===== src/rtl/spi_frame_slave.sv =====
`default_nettype none
// ============================================================================
//  Module   : spi_frame_slave
//  Brief    : SPI target (CPOL=0, selectable CPHA) oversampled by clk; commits
//             LSB-first write frames of exactly OUT_W bits, streams a readback word.
//  Revision : 1.0 - initial release
// ============================================================================
module spi_frame_slave #(
   parameter int OUT_W       = 96,
   parameter int IN_W        = 96,
   parameter int CPHA        = 0,
   parameter int SYNC_STAGES = 2
) (
   input  logic             clk,
   input  logic             rst_n,
   input  logic             i_sclk,
   input  logic             i_cs_n,
   input  logic             i_mosi,
   output logic             o_miso,
   output logic             o_miso_oe,
   output logic [OUT_W-1:0] o_data,
   output logic             o_valid,
   output logic             o_frame_err,
   input  logic [IN_W-1:0]  i_data,
   output logic             o_load,
   output logic             o_busy
);

   typedef enum logic [0:0] {
      ST_IDLE   = 1'b0,
      ST_ACTIVE = 1'b1
   } state_t;

   localparam int                c_cnt_w   = $clog2(OUT_W + 2);
   localparam logic [c_cnt_w-1:0] c_cnt_full = c_cnt_w'(OUT_W);
   localparam logic [c_cnt_w-1:0] c_cnt_sat  = c_cnt_w'(OUT_W + 1);

   logic [SYNC_STAGES-1:0] r_sclk_sync;
   logic [SYNC_STAGES-1:0] r_cs_sync;
   logic [SYNC_STAGES-1:0] r_mosi_sync;
   logic                   r_sclk_hist;
   logic                   r_cs_hist;

   state_t                 r_state;
   logic [OUT_W-1:0]       r_shadow;
   logic [IN_W-1:0]        r_tx_sr;
   logic [c_cnt_w-1:0]     r_cnt;
   logic                   r_first;

   logic                   w_sclk;
   logic                   w_cs_n;
   logic                   w_mosi;
   logic                   w_sclk_rise;
   logic                   w_sclk_fall;
   logic                   w_cs_fall;
   logic                   w_cs_rise;
   logic                   w_sample_edge;
   logic                   w_shift_edge;
   logic [OUT_W-1:0]       w_shadow_next;

   assign w_sclk      = r_sclk_sync[SYNC_STAGES-1];
   assign w_cs_n      = r_cs_sync[SYNC_STAGES-1];
   assign w_mosi      = r_mosi_sync[SYNC_STAGES-1];
   assign w_sclk_rise =  w_sclk & ~r_sclk_hist;
   assign w_sclk_fall = ~w_sclk &  r_sclk_hist;
   assign w_cs_fall   = ~w_cs_n &  r_cs_hist;
   assign w_cs_rise   =  w_cs_n & ~r_cs_hist;

   assign w_sample_edge = (CPHA == 0) ? w_sclk_rise : w_sclk_fall;
   assign w_shift_edge  = (CPHA == 0) ? w_sclk_fall : w_sclk_rise;

   // Shift-right with the new bit entering at the MSB; legal for OUT_W == 1 too.
   assign w_shadow_next = OUT_W'({w_mosi, r_shadow} >> 1);

   always_ff @(posedge clk or negedge rst_n) begin
      if (!rst_n) begin
         r_sclk_sync <= '0;
         r_cs_sync   <= '1;
         r_mosi_sync <= '0;
         r_sclk_hist <= 1'b0;
         r_cs_hist   <= 1'b1;
      end else begin
         r_sclk_sync <= {r_sclk_sync[SYNC_STAGES-2:0], i_sclk};
         r_cs_sync   <= {r_cs_sync[SYNC_STAGES-2:0], i_cs_n};
         r_mosi_sync <= {r_mosi_sync[SYNC_STAGES-2:0], i_mosi};
         r_sclk_hist <= w_sclk;
         r_cs_hist   <= w_cs_n;
      end
   end

   always_ff @(posedge clk or negedge rst_n) begin
      if (!rst_n) begin
         r_state     <= ST_IDLE;
         r_shadow    <= '0;
         r_tx_sr     <= '0;
         r_cnt       <= '0;
         r_first     <= 1'b0;
         o_data      <= '0;
         o_valid     <= 1'b0;
         o_frame_err <= 1'b0;
         o_load      <= 1'b0;
      end else begin
         o_valid     <= 1'b0;
         o_frame_err <= 1'b0;
         o_load      <= 1'b0;
         case (r_state)
            ST_IDLE: begin
               if (w_cs_fall) begin
                  r_state  <= ST_ACTIVE;
                  r_tx_sr  <= i_data;
                  o_load   <= 1'b1;
                  r_cnt    <= '0;
                  r_shadow <= '0;
                  r_first  <= 1'b1;
               end
            end
            ST_ACTIVE: begin
               // SCLK activity coinciding with the CS rise is deliberately dropped.
               if (w_cs_rise) begin
                  r_state <= ST_IDLE;
                  if (r_cnt == c_cnt_full) begin
                     o_data  <= r_shadow;
                     o_valid <= 1'b1;
                  end else begin
                     o_frame_err <= 1'b1;
                  end
               end else begin
                  if (w_sample_edge) begin
                     r_shadow <= w_shadow_next;
                     if (r_cnt != c_cnt_sat) begin
                        r_cnt <= r_cnt + 1'b1;
                     end
                  end
                  if (w_shift_edge) begin
                     if ((CPHA == 1) && r_first) begin
                        r_first <= 1'b0;
                     end else begin
                        r_tx_sr <= r_tx_sr >> 1;
                     end
                  end
               end
            end
            default: r_state <= ST_IDLE;
         endcase
      end
   end

   assign o_busy    = (r_state == ST_ACTIVE);
   assign o_miso_oe = (r_state == ST_ACTIVE);
   assign o_miso    = (r_state == ST_ACTIVE) & r_tx_sr[0];

endmodule
`default_nettype wire


===== config.mk =====
export PLATFORM = sky130hd
export DESIGN_NAME = spi_frame_slave
export DESIGN_NICKNAME = d
export VERILOG_FILES = /design/src/rtl/spi_frame_slave.sv
export SDC_FILE = /design/constraint.sdc
export NUM_CORES = 1
export LEC_CHECK = 0
export ABC_AREA = 1
export CORE_MARGIN = 4
export CORE_UTILIZATION = 54
export CTS_CLUSTER_SIZE = 14
export DETAILED_ROUTE_END_ITERATION = 8
export GPL_ROUTABILITY_DRIVEN = 0
export PLACE_DENSITY = 0.8
export SETUP_SLACK_MARGIN = 0.1
export SLEW_MARGIN = 40
export SYNTH_ARGS = -nofsm -noshare
export SYNTH_HDL_FRONTEND = slang
export SYNTH_SLANG_ARGS = --single-unit

===== constraint.sdc =====
create_clock -name clk -period 2.17 [get_ports clk]
set_clock_uncertainty 0.05 [all_clocks]
set_input_delay 0.434 -clock clk [delete_from_list [all_inputs] [get_ports clk]]
set_output_delay 0.434 -clock clk [all_outputs]
set_load 0.03 [all_outputs]

== Word-level counts from Yosys, hierarchy flattened ==
Cells that the tools add are included.

* Input bits: 101
* Bits in latches: 0
* Output and inout port bits: 102
* ROM bits: 0
* Logic and storage cells: 58
* Register bits: 307
* RAM bits: 0
* Memories: 0

* Shift operators: 0
* Multipliers: 0
* Equality and inequality tests: 7
* Multiplexer cells: 23
* Add/subtract/negate cells: 1
* $lt $le $gt $ge: 0
* Bitwise operators: 10
* Reductions and logical operators: 4
* Divide/modulo/power cells: 0

{| class="wikitable"
|+ Operator list
! operator !! count
|-
| 96-bit two-way mux || 6
|-
| 96-bit case mux with 2 select lines || 2
|-
| 7-bit two-way mux || 4
|-
| 7-bit case mux with 2 select lines || 1
|-
| 1-bit two-way mux || 9
|-
| 3-bit AND reduction || 3
|-
| 7-bit by 1-bit adder with 7-bit output, second input constant || 1
|-
| 7-bit == test, second input constant || 1
|-
| 7-bit != test, second input constant || 1
|-
| 2-bit by 1-bit != test with 1-bit output, second input constant || 3
|-
| 1-bit bitwise AND || 5
|-
| 1-bit NOT || 5
|-
| 2-bit != test, second input constant || 2
|-
| 4-bit AND reduction || 1
|-
| 1-bit case mux with 2 select lines || 1
|}

== Longest topological paths before layout ==
Gate-level depths: netlist of the first run.

* Depth in word-level cells: 5
* Mapped depth: 10
* Depth with buffers taken out: 9

== Worst setup path after synthesis of the first run ==
Ideal clock, no wire load.

* Kind: register to output
* Start point: reg r_state (netlist: o_busy)
* End point: out o_miso
* Cell stages (with the launch flop): 6
* Setup slack: 309 ps
* Path buffers: 3
* Arrival: 1,377 ps
* Data required time: 1,686 ps
* Path through: dfrtp_1 buf_2 buf_6 buf_2 nand2_1 inv_1

* Longest elaborated chain between the ends: 1

{| class="wikitable"
|+ Ends and longest elaborated chain
! item !! RTL line !! text
|-
| start: declaration || 44 || <nowiki>state_t r_state;</nowiki>
|-
| start signal: assignment || 93 || <nowiki>r_state <= ST_IDLE;</nowiki>
|-
| start signal: assignment || 109 || <nowiki>r_state <= ST_ACTIVE;</nowiki>
|-
| start signal: assignment || 120 || <nowiki>r_state <= ST_IDLE;</nowiki>
|-
| 1-bit bitwise AND || 150 || <nowiki>assign o_miso = (r_state == ST_ACTIVE) & r_tx_sr[0];</nowiki>
|-
| end: declaration || 19 || <nowiki>output logic o_miso,</nowiki>
|}

Every way passes these cells.

== Final worst setup path of the first run ==
Same ends and word-level chain as after synthesis.

==> impl.org, run 1 <==
** Outcome
- Status :: complete, no violations

** STA
- At the pin with the least slew margin, the transition time is 653 ps.
- Setup repair after global routing left no endpoint under its margin.
- Setup total negative slack on the finished layout was measured at 0 ps.
- Achievable Freq :: between 400 and 500 MHz
- Max Slew Vio Count :: 0
- Number of endpoints failing setup at the final stage :: 0
- The number of hold violations in the final report is 0.
- Post-route fraction of the period consumed by the critical path :: 92.5%
- Once routing completed, OpenROAD measured the worst setup slack at about 160 ps.
- The worst path in the final design needs a cycle of 2010 ps, including I/O delays and setup.
- Headroom to the max-slew limit :: 56.5%

** Placed design
- Count of input and output buffers :: 202
- Hpwl dp :: between 15 and 20 mm
- OpenSTA, run right after detailed placement, puts the worst setup slack at 68.5 ps.

** Routing
- The count of nets left with antenna violations once routing finished came out at 0.
- After detailed routing, the number of remaining DRC violations is 0.
- The routed design has 28.4 mm of wire.
- Summing over every cut layer, the via total after detailed routing is between 9000 and 10000.
- After detailed routing, the average wire length per cell comes to around 15 um.
- Via density :: 5.19
- Before antenna repair, the detailed router went through 5 iterations.
- The detailed router finished its first iteration with 501 violations.

** GRT
- The first global-routing pass estimated 45.6 mm of wire.
- Vias in the first global route :: 9219
- Entering global routing, the biggest net connects 121 pins.
- Global routing used 20.5% of the available tracks.
- Leftover overflow at the end of global routing :: 0
- Number of antenna violations at the first check in global routing :: 0

** Synth
- Ranking of synthesized cells by area :: dfrtp_1 60%, nand2_1 18%, mux2i_1 7.5%, o21ai_1 5.9%, buf_2 1.5%
- Most area-hungry cell type in the Yosys netlist :: dfrtp_1
- Counting every net in the synthesized netlist gives 1444.
- #FFs+latches synth :: 307
- Seq/Total Area, Yosys :: 60.3%
- The share of synthesized area in the top cell type comes to 59.6%.
- Area of the mapped netlist :: 12800 um2
- Synthesized area divided by synthesized cell count :: roughly 9.5 um2
- Netlist cell types :: 23
- Synthesis produced about 1300 cells.
- The Yosys step of the flow raised 0 warnings.

** Finish
- Final Core Density :: 70.3%
- Most frequent cells in the layout :: 600 x nand2_1, 303 x dfrtp_1, 150 x o21ai_1
- Area growth from synthesis to final layout :: 26.4%
- After the last flow step, the layout net total stands at 1624.
- Antenna Diode Count :: 0
- Number of fillers in the final layout :: 1726
- Leaving out fill and tap cells, the most frequent cell in the layout is nand2_1.
- Of the cells placed in the final design, the portion with a size suffix greater than 1 is under 10%.

** Floorplanning
- Area enclosed by the die boundary :: 26100 um2
- Y dimension of the die :: roughly 160 um
- The die is 162 um wide.
- Initial standard-cell utilization of the core :: ~56%
- Area of the core region :: around 23000 um2
- For this design the top-level I/O count stands at 203.
- The floorplan has 55 rows.

** Power
- Net switching is between 20% and 30% of the power.
- The completed layout was analyzed and its total power is 15.4 mW.
- Part of the power in the clock network :: 34.3%
- VDD sags by at most 0.000675 V.
- Summed over all nets, the switching power comes to 4.38 mW.
- Per report_power, the sequential group accounts for 46.8% of the total.
- Power spread over the standard cell area amounts to 955 nW/um2.
- Power Internal :: 11.0 mW
- Part of the power in combinational logic :: 18.9%
- Reported leakage power :: 8.20 nW

** Worst setup path
- The worst setup path is launched from a flop.
- Required time at the endpoint of the critical path :: 1690 ps
- Counting cells, the worst reg-to-reg path comes to 8.
- STA classifies the critical path endpoint as a primary output.
- The critical path is of the reg -> out type.
- Of all nets on the critical path, the largest fanout is 13.
- CP Data Arrival Time :: between 1500 and 2000 ps

** Clock tree
- Clock sink count :: 307
- Maximum buffer depth of the clock tree :: 3
- Insertion delay of the later-clocked pin in the worst-skew pair :: between 500 and 600 ps
- The number of clock buffers added by TritonCTS is 31.
- After clock tree synthesis, the clock-pin slew on the worst setup and hold paths is 60 ps.
- Clock tree from TritonCTS :: done
- CTS built an H-tree with a depth of 1.
- The cell sitting at the root of the clock tree is a clkbuf_16.

** Worst hold path
- Counting instances, the worst hold path has a depth of 1.
- The worst hold path belongs to the class in -> reg.

** Job
- Number of maximum-capacitance constraint violations :: 0
==> final cells by class <==
type,instances,area (um2),share of cell area (%)
clock buffer,46,892,5.53
clock inverter,11,125,0.776
inverter,15,56.3,0.349
multi-input combinational,933,4510,28.0
sequential,307,7690,47.7
tap,313,392,2.43
timing repair buffer,232,2460,15.3
==> registers in the layout (all words and copies together), names as in the netlist, 2 cells and up <==
signal	flops
o_data	96
r_shadow	96
r_tx_sr	96
r_cnt	7
r_cs_sync	2
r_mosi_sync	2
r_sclk_sync	2
==> worst max-delay path, cell delays in order (launching register included) <==
cell     delay, ps
dfrtp_4        520
buf_16         180
nand2_1         70
inv_1           60
buf_12         130
==> repair_timing <==
item | CTS | global route
gates resized for setup | 101 | 4
hold endpoints to repair | 55 | 0
setup endpoints to repair | 158 | 170
hold buffers | 1 | 0
setup buffers | 0 | 1
pin swaps | 0 | 0
gates cloned | 2 | 4
==> synth_stat cells (all sizes together) <==
cell type	instances
dfstp	3
inv	15
nand2	612
ha	3
nor2	10
or2	1
clkbuf	18
buf	67
mux2i	95
o21ai	196
nand3b	1
dfrtp	304
nand3	13
xor2	2
==> power by group through the flow <==
| stage | Combinational, mW | Sequential (mW) | Clock, mW |
|---|---|---|---|
| 2_1_floorplan | 2.08 | 7.12 | 0 |
| 3_3_place_gp | 2.59 | 7.22 | 0 |
| 3_5_place_dp | 2.71 | 7.26 | 0 |
| 4_1_cts | 2.81 | 7.20 | 5.39 |
| 5_1_grt | 3.27 | 7.31 | 5.61 |
| 6_report | 2.90 | 7.21 | 5.28 |
==> cells by family after synthesis <==
family	share of synthesized area [%]
fa+ha+maj	0.294
simple gates	19.2
mux	7.45
xor+xnor	0.137
flops	60.3
compound gates	8.01
buf+inv	4.61
==> through the flow <==
step | cell area, um2 | hold WS (ps) | cells
6_report | 16100 | 263 | 1857
2_1_floorplan | 12800 | 88.4 | 1340
3_5_place_dp | 15000 | 300 | 1792
4_1_cts | 16000 | 239 | 1852
3_3_place_gp | 15000 | 283 | 1790
5_1_grt | 16100 | 240 | 1857
==> final timing paths <==
path	from	slack, ps	to
min	i_cs_n	260	r_cs_sync[0]
min in group asynchronous	rst_n	350	o_data[66]
min reg2reg	r_cs_sync[0]	310	r_cs_sync[1]
max	o_busy	160	o_miso
max reg2reg	o_busy	270	o_data[2]
max in group asynchronous	rst_n	990	r_cs_sync[0]
==> layer usage <==
layer | routed length, um | GRT usage, %
met3 | 1460 | 3.15
met1 | 12800 | 29.4
met4 | 534 | 5.00
met5 | 0 | 0
met2 | 13600 | 33.5
No activity file was read; power rests on OpenSTA's default activity.
==> inputs of run 2 (changes only) <==
==> config.mk (replaced) <==
export PLATFORM = sky130hd
export DESIGN_NAME = spi_frame_slave
export DESIGN_NICKNAME = d
export VERILOG_FILES = /design/src/rtl/spi_frame_slave.sv
export SDC_FILE = /design/constraint.sdc
export NUM_CORES = 1
export LEC_CHECK = 0
export CORE_ASPECT_RATIO = 1.75
export CORE_MARGIN = 4
export CORE_UTILIZATION = 53
export CTS_CLUSTER_SIZE = 14
export DETAILED_ROUTE_END_ITERATION = 8
export GPL_ROUTABILITY_DRIVEN = 0
export PLACE_DENSITY = 0.79
export SETUP_SLACK_MARGIN = 0.1
export SLEW_MARGIN = 20
export SYNTH_ARGS = -nofsm -noshare
export SYNTH_HDL_FRONTEND = slang
export SYNTH_SLANG_ARGS = --single-unit
==> impl.org, run 2 <==
** Floorplanning
- Area of the core region :: 23300 um2
- roughly 200 I/O pins were placed.
- Measured along the x axis, the die boundary spans 124 um.
- The die covers 26300 um2.
- Initial standard-cell utilization of the core :: 53.7%
- The die is 211 um tall.
- The initialized floorplan defines 74 standard-cell rows.

** Routing
- The final route contains 8413 vias.
- Detailed-router iteration count before antenna repair :: 6
- After detailed routing, the number of vias per cell comes to 5.23.
- Number of remaining DRC errors :: 0
- Detailed Route Iter0 Violations :: 432
- The count of nets left with antenna violations once routing finished came out at 0.
- Wire length reported by the detailed router :: 25.5 mm
- In the final routed layout, each cell accounts on average for 15.8 um.

** Synth
- Leading post-synthesis cells by instance count :: 304 x dfrtp_1, 296 x nand2_1, 194 x o21ai_0, 96 x mux2i_1, 67 x mux2_2
- The most common cell in the synthesized netlist is dfrtp_1.
- Share of flip-flops with an asynchronous set or reset :: 100%
- Instance count of the mapped netlist :: approximately 1100
- Synth top area share :: 60.7%
- Most area-hungry cell type in the Yosys netlist :: dfrtp_1
- In this run, synthesis inferred 0 flip-flops with an integrated enable.
- For this run, the register share of the synthesized area comes to about three fifths.
- Ranking of synthesized cells by area :: dfrtp_1 61%, nand2_1 8.9%, o21ai_0 7.7%, mux2i_1 7.7%, mux2_2 6.0%
- Dividing the synthesized area by the synthesized cell count gives between 10 and 15 um2.
- Counting distinct cell types in the post-synthesis netlist gives 33.
- Net count after synthesis :: 1215
- Area of the mapped netlist :: 12500 um2
- Number of warnings issued by yosys :: 0
- After synthesis the netlist holds a flip-flop and latch count of just over 300.
- Most instantiated flip-flop cell in the synthesis netlist :: dfrtp_1

** Finish
- Once layout is done, the placed cells without fillers occupy 15800 um2.
- Most frequent cells in the layout :: 303 x dfrtp_1, 296 x nand2_1, 194 x o21ai_0
- Leaving out fill and tap cells, the most frequent cell in the layout is dfrtp_1.
- Compared with the post-synthesis result, the final layout area differs by 26.3%.
- Top flop regs :: o_data: 96 flops, r_shadow: 96 flops, r_tx_sr: 96 flops
- Antenna Diode Count :: 0
- In the final layout, the share of cells above drive strength 1 is 11.3%.
- In the final design database the tool counted 1397 nets.
- Non-filler cells, final :: roughly 1600

** Worst setup path
- STA classifies the critical path endpoint as a primary output.
- Required time at the endpoint of the critical path :: 1690 ps
- Worst setup path startpoint :: o_busy
- FF-to-FF End :: o_data[48]
- The number of cells on the worst reg-to-reg path is 5.
- The critical path is of the reg -> out type.
- The setup check on the worst reg-to-reg path leaves a slack of 230 ps.
- Data on the critical path arrives at its endpoint at 1560 ps.
- Of all nets on the critical path, the largest fanout is 26.
- Reg2Reg Launch Point :: r_cnt[3]
- Kind of launch point of the worst setup path :: flop

** STA
- Final Critical Period :: 2040 ps
- Number of endpoints failing setup at the final stage :: 0
- For this run, the top clock speed supported by timing is 490 MHz.
- The worst pin sits at a relative slew slack of a little under three fifths.
- The number of hold violations in the final report came to 0.
- Post-route fraction of the period consumed by the critical path :: a little over nine tenths
- Setup repair after global routing could not meet its margin everywhere.
- For the pin with the worst max-slew slack, the measured transition is 674 ps.
- After routing, the total negative slack on setup checks comes to 0 ps.
- Hold WS :: approximately 270 ps
- The count of pins over their slew limit was 0.

** Clock tree
- The tree is rooted in a clkbuf_16.
- Clock-pin slew was measured on the worst setup and hold paths at 70 ps.
- TritonCTS built the clock tree.
- The clock reaches the later pin of the worst-skew pair after approximately 530 ps.
- Maximum buffer depth of the clock tree :: 3
- Number of H-tree levels :: 1
- Counting the buffers created by CTS gives 27.
- Clock sink count :: just over 300

** GRT
- Gr busiest metal :: met2
- Vias in the first global route :: 8708
- Pin count of the biggest net entering global routing :: 73
- Number of antenna violations at the first check in global routing :: 0
- Overall fraction of global-route tracks in use :: 19.1%
- Global-route wire length before repair :: 42.1 mm
- Global routing consumed, on the met2 layer, 35.2% of the routing resources.
- In the global route stage, met3 resource usage came out at 2.85%.
- After global routing the overflow that remains totals 0.
- For this run, global-route usage on met1 was measured as 22.5%.

** Outcome
- The run finished with clean final reports.

** Worst hold path
- Endpoint with the worst hold slack :: r_cs_sync[0]
- The min-delay analysis places its worst path in the category in -> reg.
- In this run the most critical hold path is launched from i_cs_n.
- Counting instances, the worst hold path has a depth of 1.

** Power
- In this run the power density over the cells is 826 nW/um2.
- Across the VDD grid, the largest voltage drop is 0.000792 V.
- Reported leakage power :: 8.19 nW

** Placed design
- Count of input and output buffers :: 202
- After detailed placement, the design holds a cell count of 1565.
- The placed instances occupy a cell area of between 10000 and 15000 um2.
- Detailed placement ended at an HPWL of 17.3 mm.

** Job
- Number of maximum-capacitance constraint violations :: 0
==> run 2: cell types whose count changed after synthesis, sizes merged, moves of 3 or more <==
cell / change
nand2: -316
mux2: +96
buf: -24
clkbuf: +16
inv: -9
nor2: -8
a41oi: +3
nand3: -3
==> run 2: power breakdown <==
part	internal [mW]	leakage, nW	switching, mW
Clock	2.68	0.415	1.98
Sequential	6.37	4.12	0.392
Combinational	0.758	3.65	0.878
==> run 2: worst max-delay path by stage <==
stage	endpoint	slack (ps)	depth (start not counted)
2_1_floorplan	o_miso	200	4
3_3_place_gp	o_data[11]	240	5
3_5_place_dp	o_data[6]	200	5
4_1_cts	o_busy	100	2
5_1_grt	o_busy	70	2
6_report	o_busy	130	2
==> run 2: kinds of logic after synthesis <==
group | after synthesis | share of synthesized area (%)
buffers and inverters | 83 | 3.31
multiplexers | 192 | 16.3
flip-flops | 307 | 61.3
AND/OR/NAND/NOR | 323 | 10.4
adder cells (fa/ha/maj) | 3 | 0.300
AO/OA/AOI/OAI | 203 | 8.35
==> run 2: per-stage QoR <==
step	power (mW)	worst slack [ps]	util, %
floorplan	7.83	201	-
global placement	8.42	239	64.0
detailed placement	8.52	195	64.0
CTS	13.2	99.8	67.4
global route	13.7	73.3	67.8
finish	13.1	129	67.8
==> run 2: repair_timing <==
action	CTS	global route
pin swaps	0	1
setup endpoints to repair	53	103
endpoints found under the hold margin	36	0
hold buffers	1	0
gates cloned	0	0
buffers inserted	0	2
resized for setup	53	34
==> run 2: cell type report <==
| cell class | count | area (um2) |
|---|---|---|
| clock buffer | 36 | 769 |
| timing repair buffer | 230 | 2440 |
| clock inverter | 4 | 70.1 |
| tap | 304 | 380 |
| inverter | 6 | 22.5 |
| fill | 1790 | 7500 |
| multi-input combinational | 721 | 4460 |
| sequential | 307 | 7690 |
==> run 2: layer usage <==
metal | part of all wire, % | vias to the layer above | routed length [um]
li1 | - | 4100 | -
met1 | 40 | 4080 | 10100
met2 | 53 | 184 | 13400
met3 | 4.3 | 49 | 1090
met4 | 3.3 | 0 | 848
met5 | 0 | - | 0
==> run 2: worst max-delay path, stage by stage, from the launching register on <==
cell	delay, ps
dfrtp_4	530
buf_8	270
buf_4	210
